File: config.mk
export PLATFORM = sky130hd
export DESIGN_NAME = conv_mem_scheduler
export DESIGN_NICKNAME = d
export VERILOG_FILES = /design/src/rtl/conv_pkg.sv /design/src/rtl/lat_shift.sv /design/src/rtl/conv_mem_scheduler.sv
export SDC_FILE = /design/constraint.sdc
export NUM_CORES = 1
export LEC_CHECK = 0
export CELL_PAD_IN_SITES_DETAIL_PLACEMENT = 0
export CELL_PAD_IN_SITES_GLOBAL_PLACEMENT = 1
export CORE_ASPECT_RATIO = 0.7
export CORE_MARGIN = 4
export CORE_UTILIZATION = 42
export DETAILED_ROUTE_END_ITERATION = 12
export PLACE_DENSITY_LB_ADDON = 0.1
export RECOVER_POWER = 25
export SYNTH_ARGS = -nofsm -noshare
export SYNTH_HDL_FRONTEND = slang
export SYNTH_HIERARCHICAL = 1
export SYNTH_SLANG_ARGS = --single-unit
File: constraint.sdc
create_clock -name CLK100MHZ -period 3.08 [get_ports CLK100MHZ]
set_clock_uncertainty 0.05 [all_clocks]
set_input_delay 0.924 -clock CLK100MHZ [delete_from_list [all_inputs] [get_ports CLK100MHZ]]
set_output_delay 0.924 -clock CLK100MHZ [all_outputs]
set_load 0.05 [all_outputs]
File: src/rtl/conv_pkg.sv
// conv_pkg: shared constants and state type for the 2D convolution datapath
// (Conv plus three bram_memory line buffers) and its memory scheduler.
package conv_pkg;

  localparam int unsigned BIT_LEN    = 8;
  localparam int unsigned CONV_LEN   = 20;
  localparam int unsigned M_LEN      = 3;
  localparam int unsigned NB_ADDRESS = 10;
  localparam int unsigned RAM_WIDTH  = 13;
  localparam int unsigned IMG_LEN    = 441;
  localparam int unsigned CONV_LAT   = 6;

  typedef enum logic [2:0] {
    ST_IDLE,
    ST_RST_C,
    ST_LOAD_K,
    ST_RUN,
    ST_DRAIN,
    ST_DONE
  } state_e;

endpackage

File: src/rtl/lat_shift.sv
// lat_shift: DEPTH-deep 1-bit delay line.
//   clk, rst_n : clock, asynchronous active-low reset
//   clr        : synchronous clear (priority over shifting)
//   shift_in   : bit entering stage 0 each cycle
//   tap        : oldest stage (DEPTH cycles after entry)
//   all_zero   : no marked bit left anywhere in the line
module lat_shift #(
  parameter int unsigned DEPTH = 6
) (
  input  logic clk,
  input  logic rst_n,
  input  logic clr,
  input  logic shift_in,
  output logic tap,
  output logic all_zero
);

  logic [DEPTH-1:0] sr_q, sr_d;

  always_comb begin
    sr_d = clr ? '0 : {sr_q[DEPTH-2:0], shift_in};
  end

  always_ff @(posedge clk or negedge rst_n) begin
    if (!rst_n) sr_q <= '0;
    else        sr_q <= sr_d;
  end

  assign tap      = sr_q[DEPTH-1];
  assign all_zero = (sr_q == '0);

endmodule

File: src/rtl/conv_mem_scheduler.sv
// conv_mem_scheduler: frame sequencer for Conv and its line-buffer BRAMs.
// Resets Conv, loads M_LEN kernel columns, streams IMG_LEN read addresses,
// writes results (minus SKIP warm-up ones) back to memory 0, flags done.
//   CLK100MHZ, i_reset      : clock, async active-low reset
//   i_start, i_abort        : frame start pulse, frame cancel
//   i_host_rd_addr          : host read address, routed out in IDLE/DONE
//   o_rd_addr               : BRAM read address (combinational mux)
//   o_wr_addr, o_wr_en      : memory 0 write port
//   o_conv_reset/_valid/_sel_k_i : Conv controls
//   o_busy, o_done          : status
module conv_mem_scheduler
  import conv_pkg::*;
#(
  parameter int unsigned NB_ADDRESS = conv_pkg::NB_ADDRESS,
  parameter int unsigned IMG_LEN    = conv_pkg::IMG_LEN,
  parameter int unsigned M_LEN      = conv_pkg::M_LEN,
  parameter int unsigned CONV_LAT   = conv_pkg::CONV_LAT,
  parameter int unsigned SKIP       = conv_pkg::M_LEN - 1
) (
  input  logic                  CLK100MHZ,
  input  logic                  i_reset,
  input  logic                  i_start,
  input  logic                  i_abort,
  input  logic [NB_ADDRESS-1:0] i_host_rd_addr,
  output logic [NB_ADDRESS-1:0] o_rd_addr,
  output logic [NB_ADDRESS-1:0] o_wr_addr,
  output logic                  o_wr_en,
  output logic                  o_conv_reset,
  output logic                  o_conv_valid,
  output logic                  o_conv_sel_k_i,
  output logic                  o_busy,
  output logic                  o_done
);

  state_e                state_q, state_d;
  logic [NB_ADDRESS-1:0] col_cnt_q, col_cnt_d;
  logic [NB_ADDRESS-1:0] rd_cnt_q, rd_cnt_d;
  logic [NB_ADDRESS-1:0] res_cnt_q, res_cnt_d;
  logic [NB_ADDRESS-1:0] wr_addr_q, wr_addr_d;
  logic wr_en_q, wr_en_d;
  logic conv_reset_q, conv_reset_d;
  logic conv_valid_q, conv_valid_d;
  logic sel_q, sel_d;
  logic busy_q, busy_d;
  logic done_q, done_d;
  logic sr_clr, sr_in, tap, all_zero;

  // Marker enters on the edge that issues a read address, and the registered
  // write enable adds one stage, so wr_en lands CONV_LAT cycles after issue.
  lat_shift #(.DEPTH(CONV_LAT)) u_lat (
    .clk      (CLK100MHZ),
    .rst_n    (i_reset),
    .clr      (sr_clr),
    .shift_in (sr_in),
    .tap      (tap),
    .all_zero (all_zero)
  );

  always_comb begin
    state_d   = state_q;
    col_cnt_d = col_cnt_q;
    rd_cnt_d  = rd_cnt_q;
    res_cnt_d = tap ? res_cnt_q + 1'b1 : res_cnt_q;
    wr_addr_d = wr_en_q ? wr_addr_q + 1'b1 : wr_addr_q;
    sr_clr    = 1'b0;

    unique case (state_q)
      ST_IDLE: if (i_start && !i_abort) state_d = ST_RST_C;
      ST_RST_C: begin
        state_d   = ST_LOAD_K;
        col_cnt_d = '0;
        rd_cnt_d  = '0;
        res_cnt_d = '0;
        wr_addr_d = '0;
        sr_clr    = 1'b1;
      end
      ST_LOAD_K: begin
        col_cnt_d = col_cnt_q + 1'b1;
        if (col_cnt_q == NB_ADDRESS'(M_LEN - 1)) state_d = ST_RUN;
      end
      ST_RUN: begin
        if (rd_cnt_q == NB_ADDRESS'(IMG_LEN - 1)) state_d = ST_DRAIN;
        else                                       rd_cnt_d = rd_cnt_q + 1'b1;
      end
      ST_DRAIN: if (all_zero) state_d = ST_DONE;
      ST_DONE:  if (i_start)  state_d = ST_RST_C;
      default:  state_d = ST_IDLE;
    endcase

    if (i_abort && state_q != ST_IDLE) begin
      state_d = ST_IDLE;
      sr_clr  = 1'b1;
    end

    sr_in        = (state_d == ST_RUN);
    wr_en_d      = tap && (res_cnt_q >= NB_ADDRESS'(SKIP)) && (state_d != ST_IDLE);
    conv_reset_d = (state_d == ST_IDLE) || (state_d == ST_RST_C);
    busy_d       = (state_d == ST_LOAD_K) || (state_d == ST_RUN) || (state_d == ST_DRAIN);
    conv_valid_d = busy_d;
    sel_d        = (state_d == ST_RUN) || (state_d == ST_DRAIN);
    done_d       = (state_d == ST_DONE);
  end

  always_ff @(posedge CLK100MHZ or negedge i_reset) begin
    if (!i_reset) begin
      state_q      <= ST_IDLE;
      col_cnt_q    <= '0;
      rd_cnt_q     <= '0;
      res_cnt_q    <= '0;
      wr_addr_q    <= '0;
      wr_en_q      <= 1'b0;
      conv_reset_q <= 1'b1;
      conv_valid_q <= 1'b0;
      sel_q        <= 1'b0;
      busy_q       <= 1'b0;
      done_q       <= 1'b0;
    end else begin
      state_q      <= state_d;
      col_cnt_q    <= col_cnt_d;
      rd_cnt_q     <= rd_cnt_d;
      res_cnt_q    <= res_cnt_d;
      wr_addr_q    <= wr_addr_d;
      wr_en_q      <= wr_en_d;
      conv_reset_q <= conv_reset_d;
      conv_valid_q <= conv_valid_d;
      sel_q        <= sel_d;
      busy_q       <= busy_d;
      done_q       <= done_d;
    end
  end

  assign o_rd_addr      = (state_q == ST_IDLE || state_q == ST_DONE) ? i_host_rd_addr : rd_cnt_q;
  assign o_wr_addr      = wr_addr_q;
  assign o_wr_en        = wr_en_q;
  assign o_conv_reset   = conv_reset_q;
  assign o_conv_valid   = conv_valid_q;
  assign o_conv_sel_k_i = sel_q;
  assign o_busy         = busy_q;
  assign o_done         = done_q;

endmodule
---- Word-level counts from Yosys, hierarchy flattened ----
Index checks and enable logic that the tools add are counted.
storage, ports and cells
  flip-flop bits (word level) ............. 54
  output and inout port bits .............. 26
cells by class
  muxes and demuxes ....................... 18
  reductions and logical operators ........ 20
  add/subtract/negate cells ............... 4
  equal/unequal tests ..................... 13
  order comparisons ....................... 1
operators with widths
  operator               count
  $mux 10                6
  $add 10x1->10 const B  4
  $pmux 10 s2            2
  $mux 3                 6
  $pmux 3 s6             1
  $eq 3x2->1 const B     4
  $eq 3x3->1 const B     4
  $eq 10x2->1 const B    1
  $eq 10x9->1 const B    1
  $ge 10x2->1 const B    1
  $reduce_bool 2->1      4
  $eq 3x1->1 const B     2
  $logic_not 3->1        2
  $logic_not 6->1        1
  $mux 6                 1
  $reduce_bool 3->1      2
  $logic_or 1x1->1       5
  $logic_and 1x1->1      4
  $mux 1                 2
  $ne 2x2->1 const B     1
  $reduce_and 2->1       1
  $logic_not 1->1        1

---- Logic depth before layout (Yosys ltp) ----
Gate-level depths: netlist (run 1).
  word-level depth ........................ 8
  depth in mapped cells ................... 7
  depth with buffers taken out ............ 7

---- Cells and area by module ----
The synthesis (run 1) kept the hierarchy.
modules (own cells, without submodules)
  module              cells an instance  area each (µm²)  seq. area each (µm²)  instances
  conv_mem_scheduler  276                2630.0           1202.4                1
  lat_shift           14                 209.0            150.1                 1

---- Least setup slack after synthesis (run 1) ----
Ideal clock, no wire load.
  kind .................................... reg2out
  from .................................... register state_q[0]
  to ...................................... output o_rd_addr[0]
  data required time ...................... 2106 ps
  slack ................................... 183 ps
  arrival ................................. 1923 ps
  cell stages (with the launch flop) ...... 6
  cell sequence ........................... dfrtp_1 -> buf_4 -> or2_2 -> a21oi_2 -> buf_4 -> o21ai_0
between the ends
  cells in the longest elaborated chain, start to end .. 3
ends and longest elaborated chain
  item                                                  line                       source
  start: declaration                                    conv_mem_scheduler.sv:35   state_e state_q, state_d;
  start signal: assignment                              conv_mem_scheduler.sv:118  state_q <= state_d;
  $eq 3x3->1 / $logic_not 3->1 (equally long branches)  conv_mem_scheduler.sv:132  assign o_rd_addr = (state_q == ST_IDLE || state_q == ST_DONE) ? i_host_rd_addr : rd_cnt_q;
  $logic_or 1x1->1 *                                    conv_mem_scheduler.sv:132
  $mux 10 *                                             conv_mem_scheduler.sv:132
  end: declaration                                      conv_mem_scheduler.sv:25   output logic [NB_ADDRESS-1:0] o_rd_addr,
Mark *: on every way between the ends. The rest lies on a longest branch, timed or not.

---- Worst setup path in the final report (run 1) ----
  from .................................... register state_q[2]
  to ...................................... output o_rd_addr[8]
The elaborated chain is that of the path after synthesis.

==> results of run 1 <==
cells by family after synthesis:
| kind of cell | Yosys count | synth area share |
|---|---|---|
| mux | 12 | 0.0463 |
| flops | 54 | 0.476 |
| xor+xnor | 22 | 0.0679 |
| buf+inv | 23 | 0.0379 |
| compound gates | 53 | 0.123 |
| simple gates | 119 | 0.218 |
| fa+ha+maj | 7 | 0.0308 |
sequential cells by signal, indices dropped and copies added (netlist names):
signal and count:
col_cnt_q 10, o_busy 1, o_conv_reset 1, o_conv_sel_k_i 1, o_done 1, o_wr_addr 10, o_wr_en 1, rd_cnt_q 10
res_cnt_q 10, state_q 3, u_lat/sr_q 6
worst max path at each step:
stage	slack (ps)	endpoint	cells past startpoint
6_report	170	o_rd_addr[8]	5
5_1_grt	90	o_rd_addr[8]	5
4_1_cts	160	o_rd_addr[2]	5
3_5_place_dp	330	o_rd_addr[4]	3
3_3_place_gp	350	o_rd_addr[4]	3
2_1_floorplan	180	o_rd_addr[0]	5
worst reg2reg max path, stage by stage, from the launching register on:
cell       delay (ps)
dfrtp_1           350
buf_4             230
inv_1             140
nor3_2            610
o2111ai_1         260
xor2_1            180
nor2_1             90
cell usage in the layout (no fill, tap or decap), types with 8 or more instances in the layout:
cell type,instances
clkdlybuf4s50_1,28
nand2_1,29
inv_1,8
o21ai_0,21
buf_4,13
a21oi_1,13
mux2_2,9
xor2_1,19
and3_1,11
dfrtp_1,53
nor2_1,32
nand3_1,8
nor2b_1,9
report_power, final:
group	leakage (nW)	switching, mW	internal (mW)
Combinational	0.804	0.373	0.220
Sequential	0.746	0.0420	0.751
Clock	0.0563	0.249	0.248
Total	1.61	0.664	1.22
synthesized netlist by cell type (all sizes together) (2+ instances only):
cell type  count  area (um2)
a21oi         14        73.8
dfrtp         53        1330
nand3          8        40.0
inv            9        33.8
o21ai         22         110
and2           2        12.5
nor2          32         120
and4           2        17.5
nor2b          9        56.3
or3            4        25.0
and3          11        68.8
nand4          7        43.8
or4            3        26.3
xnor2          3        26.3
mux2           9         101
o31ai          3        36.3
nand2         29         109
xor2          19         166
clkbuf         4        15.0
ha             7        87.6
mux2i          3        30.0
a22o           2        17.5
buf            9        55.1
nor4           2        12.5
nor3           2        15.0
nor3b          2        15.0
layout make-up:
cell class / instances / share of cell area
timing repair buffer: 45 / 0.125
clock inverter: 3 / 0.0142
sequential: 54 / 0.394
clock buffer: 5 / 0.0200
multi-input combinational: 213 / 0.403
tap: 91 / 0.0332
inverter: 10 / 0.0109
per-stage QoR:
stage,area [um2],power (mW),util
after floorplan,2840,1.21,-
after global placement,3330,1.40,0.521
after detailed placement,3330,1.40,0.521
after CTS,3450,1.91,0.539
after global routing,3430,1.98,0.537
final,3430,1.88,0.537
metal layers:
metal	vias up	global-route usage	wire, um
met2	32	0.210	2530
met4	0	0.0505	56
met5	-	0	0
met3	4	0.0352	220
met1	973	0.243	3350
li1	1084	-	-
==> reports/metrics.csv, run 1 <==
metric;value;unit
status;finished, final reports clean;
leak pwr;1.61;nW
Final Wtd Congestion;0.777;
CP Capture Type;output pin;
delay-heaviest family, CP;buffers and inverters;
first-pass GRT wire length;10.2;mm
CP Launch Point;state_q[2];
IO Port Bufs;39;
Synth-to-Final Area Change;20.9;%
die height;76.8;um
setup TNS;0;ps
hold_buf cts;0;
Sequential Area;1350;um2
Hold Path Class;register to register;
GRT Util Overall;0.156;
final critical-path required period;2910;ps
hold_sp;u_lat/sr_q[4];
clock buffer depth;2;
via density per instance;4.97;
Worst VDD drop;0.000233;V
setup ws final;173;ps
Antenna Nets Post-Route;0;
Layout Cells excl Fill;421;
Seq/Total Area, Yosys;0.476;
clk root buf;clkbuf_8;
MaxCap Viol Count;0;
setup slack, reg-to-reg;1130;ps
H-tree Lvls;2;
Detail Placement HPWL;4.43;mm
worst-path fanout max;12;
Final #Nets;350;
layout cell share with drive strength beyond 1;0.133;
vias in the first global route;1987;
I/O pins;40;
dpl ws;325;ps
row count;24;
largest net degree at the start of global routing;55;
fin crit share;0.944;
area of the multi-input gates;1380;um2
CP Class;register to output pin;
Seq cells post-synth;54;
Final Max Tran Viols;0;
worst slew pin tran;1330;ps
grt total ovfl;0;
initial antenna violation count;0;
final setup fails;0;
cell area after synthesis;2840;um2
Clock Pin Slew Worst Setup and Hold Paths;90;ps
hold path cells;1;
Clock Sinks;54;
ys flop type;dfrtp_1;
TritonCTS clock tree;built;
die area;8160;um2
final hold slack;456;ps
DRT Pass-1 Iters;4;
Max transition margin;0.114;
DRC Markers;0;
CP cell instances;or2_2, a21oi_2, buf_4, mux2_2, buf_4;
Post-CTS Setup Repair Bufs;0;
Most Frequent Cell on Critical Path;buf_4;
RSZ-0062 raised after global routing;false;
chip width;106;um
Mapped Nets;311;
RR Endpoint;rd_cnt_q[8];
power per cell area;548;nW/um2
Crit path required time;2110;ps
post-placement cell count;413;
final WL;6.16;mm
Synth async-reset ratio;1.00;
number of inserted diodes;0;
routed via count;2093;
syn_area_per_cell;9.79;um2
hold path endpoint;u_lat/sr_q[5];
Worst setup SP type;register;
Fmax achieved;0.344;GHz
number of DRC markers in iteration 0;69;
total CTS buffers;5;
Distinct cells, synth;53;
Final Hold Violating Endpoints;0;
CP max stage delay;380;ps
# resized after CTS;0;
fill count;625;
core area;6400;um2
Worst R2R Start;state_q[0];
CP max stage cell;dfrtp_1;
number of flops mapped to enable cells by yosys;0;
WP data arrival;1930;ps
Worst R2R Path Depth;6;
Post-Syn Instances;290;
Buf/Inv on CP;2;
routed wire length per instance;14.6;um
Synth Warn #;6;
clk_lat worst skew;310;ps
initial core utilization;0.444;
No activity file was read; power rests on OpenSTA's default activity.
==> run 2: changes to the inputs <==
--- a/config.mk
+++ b/config.mk
@@ -9,10 +9,12 @@
 export CELL_PAD_IN_SITES_GLOBAL_PLACEMENT = 1
 export CORE_ASPECT_RATIO = 0.7
 export CORE_MARGIN = 4
-export CORE_UTILIZATION = 42
+export CORE_UTILIZATION = 35
 export DETAILED_ROUTE_END_ITERATION = 12
+export GPL_ROUTABILITY_DRIVEN = 0
 export PLACE_DENSITY_LB_ADDON = 0.1
 export RECOVER_POWER = 25
+export SETUP_SLACK_MARGIN = 0.15
 export SYNTH_ARGS = -nofsm -noshare
 export SYNTH_HDL_FRONTEND = slang
 export SYNTH_HIERARCHICAL = 1
==> reports/metrics.csv, run 2 (synthesized netlist as in run 1, its figures left out) <==
metric;value;unit
row count;27;
fin crit share;0.920;
grt total ovfl;0;
initial core utilization;0.361;
WP data arrival;1860;ps
Layout Cells excl Fill;432;
Max transition margin;0.104;
CP Launch Point;state_q[0];
final critical-path required period;2830;ps
highest metal used;met4;
routed wire length per instance;14.3;um
metal3 WL;323;um
die height;83.4;um
I/O pins;40;
Post-CTS Setup Repair Bufs;0;
routed via count;2118;
layout cell share with drive strength beyond 1;0.136;
IO Port Bufs;39;
Detail Placement HPWL;4.35;mm
largest net degree at the start of global routing;55;
final hold slack;433;ps
total CTS buffers;5;
met1 WL;3.36;mm
Worst VDD drop;0.000297;V
Finished Core Util;0.443;
Crit path required time;2110;ps
final setup fails;0;
most frequent cells in the layout;53 x dfrtp_1, 32 x nor2_1, 29 x nand2_1, 28 x clkdlybuf4s50_1, 21 x o21ai_0;
setup ws final;246;ps
die area;9640;um2
Antenna Nets Post-Route;0;
Fmax achieved;0.353;GHz
initial antenna violation count;0;
dpl ws;310;ps
hold_buf cts;0;
CP Capture Type;output pin;
clk_lat worst skew;290;ps
post-route cell area;3490;um2
power per cell area;562;nW/um2
CP Class;register to output pin;
leak pwr;1.63;nW
Clock Pin Slew Worst Setup and Hold Paths;70;ps
Worst setup SP type;register;
fill count;775;
most common cell after layout, fill and taps aside;dfrtp_1;
clk root buf;clkbuf_16;
chip width;116;um
MaxCap Viol Count;0;
Final #Nets;351;
DRT Pass-1 Iters;4;
placed inst area;3340;um2
Worst R2R Start;u_lat/sr_q[5];
setup TNS;0;ps
status;finished, final reports clean;
Synth-to-Final Area Change;22.9;%
hold_sp;col_cnt_q[9];
worst-path fanout max;12;
Pwr Total;1.96;mW
DRC Markers;0;
met2 wire length;2.44;mm
worst slew pin tran;1340;ps
number of DRC markers in iteration 0;96;
Final Hold Violating Endpoints;0;
Clock Sinks;54;
Hold Path Class;register to register;
number of inserted diodes;0;
core area;7870;um2
via density per instance;4.90;
first-pass GRT wire length;10.2;mm
TritonCTS clock tree;built;
H-tree Lvls;2;
vias in the first global route;1961;
RSZ-0062 raised after global routing;false;
clock buffer depth;2;
Final Max Tran Viols;0;
post-placement cell count;424;
final WL;6.18;mm
GRT Util Overall;0.134;
run 2: power by group:
part / switching, mW / total (mW) / internal, mW
Clock: 0.267 / 0.569 / 0.302
Sequential: 0.0441 / 0.795 / 0.751
Combinational: 0.368 / 0.596 / 0.228
Total: 0.679 / 1.96 / 1.28
run 2: layout make-up:
type	instances	area [um2]	area share
clock buffers	5	125	0.0359
clock inverters	3	21.3	0.00610
well taps	101	126	0.0362
multi-input cells	213	1380	0.397
repair buffers	46	443	0.127
inverters	10	37.5	0.0108
flip-flops and latches	54	1350	0.388
run 2: final timing paths:
check / end / slack (ps) / cells after the start
worst max-delay path: o_rd_addr[8] / 250 / 5
worst min-delay path: col_cnt_q[9] / 430 / 1
worst max register to register: o_conv_sel_k_i / 1180 / 7
worst min register to register: col_cnt_q[9] / 430 / 1
max in group asynchronous: res_cnt_q[4] / 1210 / 2
min in group asynchronous: o_wr_addr[4] / 960 / 2
run 2: what timing repair did:
item / in CTS / in global routing
hold endpoints to repair: 0 / 0
endpoints found under the setup margin: 0 / 5
gates resized for setup: 0 / 2
run 2: routing by layer:
layer / up-vias / GRT usage
met5: - / 0
met4: 0 / 0.0285
met3: 8 / 0.0350
met2: 40 / 0.178
met1: 978 / 0.214
li1: 1092 / -
run 2: worst max-delay path, cell delays in order (launching register included):
cell and delay, ps:
dfrtp_1 390, or2_2 310, a21oi_2 140, buf_6 170, mux2_2 350, buf_4 190
==> run 3: changes to the inputs <==
--- a/config.mk
+++ b/config.mk
@@ -5,6 +5,7 @@
 export SDC_FILE = /design/constraint.sdc
 export NUM_CORES = 1
 export LEC_CHECK = 0
+export ABC_AREA = 1
 export CELL_PAD_IN_SITES_DETAIL_PLACEMENT = 0
 export CELL_PAD_IN_SITES_GLOBAL_PLACEMENT = 1
 export CORE_ASPECT_RATIO = 0.7
@@ -12,6 +13,7 @@
 export CORE_UTILIZATION = 35
 export DETAILED_ROUTE_END_ITERATION = 12
 export GPL_ROUTABILITY_DRIVEN = 0
+export GPL_TIMING_DRIVEN = 0
 export PLACE_DENSITY_LB_ADDON = 0.1
 export RECOVER_POWER = 25
 export SETUP_SLACK_MARGIN = 0.15
==> reports/metrics.csv, run 3 <==
metric;value;unit
status;finished, final reports clean;
RR Endpoint;u_lat/sr_q[0];
Max transition margin;0.0559;
Final #Nets;429;
Mapped Nets;382;
TritonCTS clock tree;built;
die area;9890;um2
fin crit share;0.901;
Hold Path Class;register to register;
MaxCap Viol Count;0;
hold_buf cts;0;
Seq/Total Area, Yosys;0.463;
Pint;1.35;mW
Flop pwr share;0.354;
CP Launch Point;state_q[2];
Critical Path End;o_rd_addr[4];
core area;8010;um2
setup ws final;305;ps
DRC Markers;0;
Seq cells post-synth;54;
sw frac;0.436;
first-pass GRT wire length;11.1;mm
top cells by area, synth;dfrtp_1 45%, nand2_1 8.4%, inv_1 6.4%, o21ai_0 5.7%, nor2_1 5.0%;
die height;84.4;um
WP data arrival;1800;ps
top cell type's share of synthesized area;0.454;
Layout Cells excl Fill;509;
leak pwr;1.68;nW
CP Capture Type;output pin;
number of inserted diodes;0;
Finished Core Util;0.438;
layout cell share with drive strength beyond 1;0.130;
total CTS buffers;5;
Distinct cells, synth;34;
Worst VDD drop;0.000243;V
final critical-path required period;2770;ps
Final Max Tran Viols;0;
grt total ovfl;0;
most frequent cells in the layout;66 x nand2_1, 53 x inv_1, 53 x dfrtp_1, 39 x nor2_1, 33 x o21ai_0;
Synth-to-Final Area Change;20.0;%
clk_lat worst skew;300;ps
IO Port Bufs;39;
most common cell after layout, fill and taps aside;nand2_1;
Synth Warn #;6;
H-tree Lvls;2;
dpl ws;-226;ps
Post-CTS Setup Repair Bufs;0;
Worst setup SP type;register;
initial core utilization;0.365;
Detail Placement HPWL;4.87;mm
Synth async-reset ratio;1.00;
clock buffer depth;2;
GRT Util Overall;0.142;
DRT Pass-1 Iters;4;
Post-Syn Instances;361;
Comb power frac;0.415;
Antenna Nets Post-Route;0;
final WL;6.60;mm
Clock Pin Slew Worst Setup and Hold Paths;70;ps
routed wire length per instance;13.0;um
RSZ-0062 raised after global routing;false;
Net Switching;1.04;mW
Clock Sinks;54;
Yosys top cell by area;dfrtp_1;
setup slack, reg-to-reg;1130;ps
worst slew pin tran;1420;ps
cell area after synthesis;2920;um2
final setup fails;0;
clk root buf;clkbuf_16;
Synth top cells by count;65 x nand2_1, 53 x dfrtp_1, 50 x inv_1;
Crit path required time;2110;ps
post-placement cell count;502;
Worst R2R Start;state_q[1];
routed via count;2367;
Fmax achieved;0.360;GHz
largest net degree at the start of global routing;30;
ys flop type;dfrtp_1;
Final Hold Violating Endpoints;0;
worst-path fanout max;10;
via density per instance;4.65;
chip width;117;um
number of DRC markers in iteration 0;123;
CP Class;register to output pin;
number of flops mapped to enable cells by yosys;0;
vias in the first global route;2231;
Worst R2R Path Depth;11;
syn_area_per_cell;8.09;um2
Pwr Total;2.39;mW
initial antenna violation count;0;
most frequent cell after synthesis;nand2_1;
clock power share;0.230;
row count;27;
power per cell area;683;nW/um2
I/O pins;40;
## run 3: metrics by stage
step	hold slack, ps	TNS, ps	instance area (um2)
CTS	427	0	3600
global route	451	0	3500
global placement	404	-45790	3440
finish	424	0	3500
detailed placement	412	-2090	3450
floorplan	395	0	2920
## run 3: metal layers
layer / wire length [um] / track usage / vias to the layer above / part of all wire
met5: 0 / 0 / - / 0
met4: 85 / 0.0406 / 0 / 0.013
met3: 301 / 0.0353 / 8 / 0.046
met2: 2550 / 0.196 / 38 / 0.39
met1: 3670 / 0.218 / 1064 / 0.56
li1: - / - / 1257 / -
## run 3: how the worst min path moves through the flow
stage / startpoint / end / slack, ps / depth (start not counted)
6_report: u_lat/sr_q[2] / u_lat/sr_q[3] / 420 / 2
3_5_place_dp: u_lat/sr_q[2] / u_lat/sr_q[3] / 410 / 2
4_1_cts: u_lat/sr_q[2] / u_lat/sr_q[3] / 430 / 2
3_3_place_gp: u_lat/sr_q[2] / u_lat/sr_q[3] / 400 / 2
5_1_grt: u_lat/sr_q[0] / u_lat/sr_q[1] / 450 / 2
2_1_floorplan: u_lat/sr_q[2] / u_lat/sr_q[3] / 400 / 2
## run 3: final cells by class
type | count | area, um2
inverters | 59 | 226
plain buffers | 5 | 30.0
multi-input cells | 243 | 1300
flip-flops and latches | 54 | 1350
fillers | 823 | 4500
clock buffers | 7 | 133
repair buffers | 40 | 339
well taps | 101 | 126
## run 3: power groups by stage
stage	clock network, mW	registers, mW	logic (mW)
after CTS	0.573	0.852	1.07
after detailed placement	0	0.862	1.08
after global placement	0	0.863	1.08
after floorplan	0	0.907	0.702
after global routing	0.604	0.860	1.10
final	0.551	0.848	0.994
## run 3: cells by family (layout without fill, tap and decap cells)
logic type / after synthesis / in the layout / synth area share
mux: 1 / 1 / 0.00343
flops: 54 / 54 / 0.463
fa+ha+maj: 7 / 7 / 0.0300
simple gates: 169 / 169 / 0.293
compound gates: 63 / 63 / 0.113
xor+xnor: 3 / 3 / 0.00900
buf+inv: 64 / 111 / 0.0878
## run 3: timing repair
action,4_1_cts,5_1_grt
gates resized for setup,40,19
pin swaps,0,0
endpoints found under the setup margin,10,10
## run 3: worst max-delay path: stages (launching register included)
cell	delay, ps
dfrtp_1	460
nor3_2	270
inv_2	100
nand2_1	80
buf_4	170
nand2_1	60
o21ai_0	70
buf_2	290
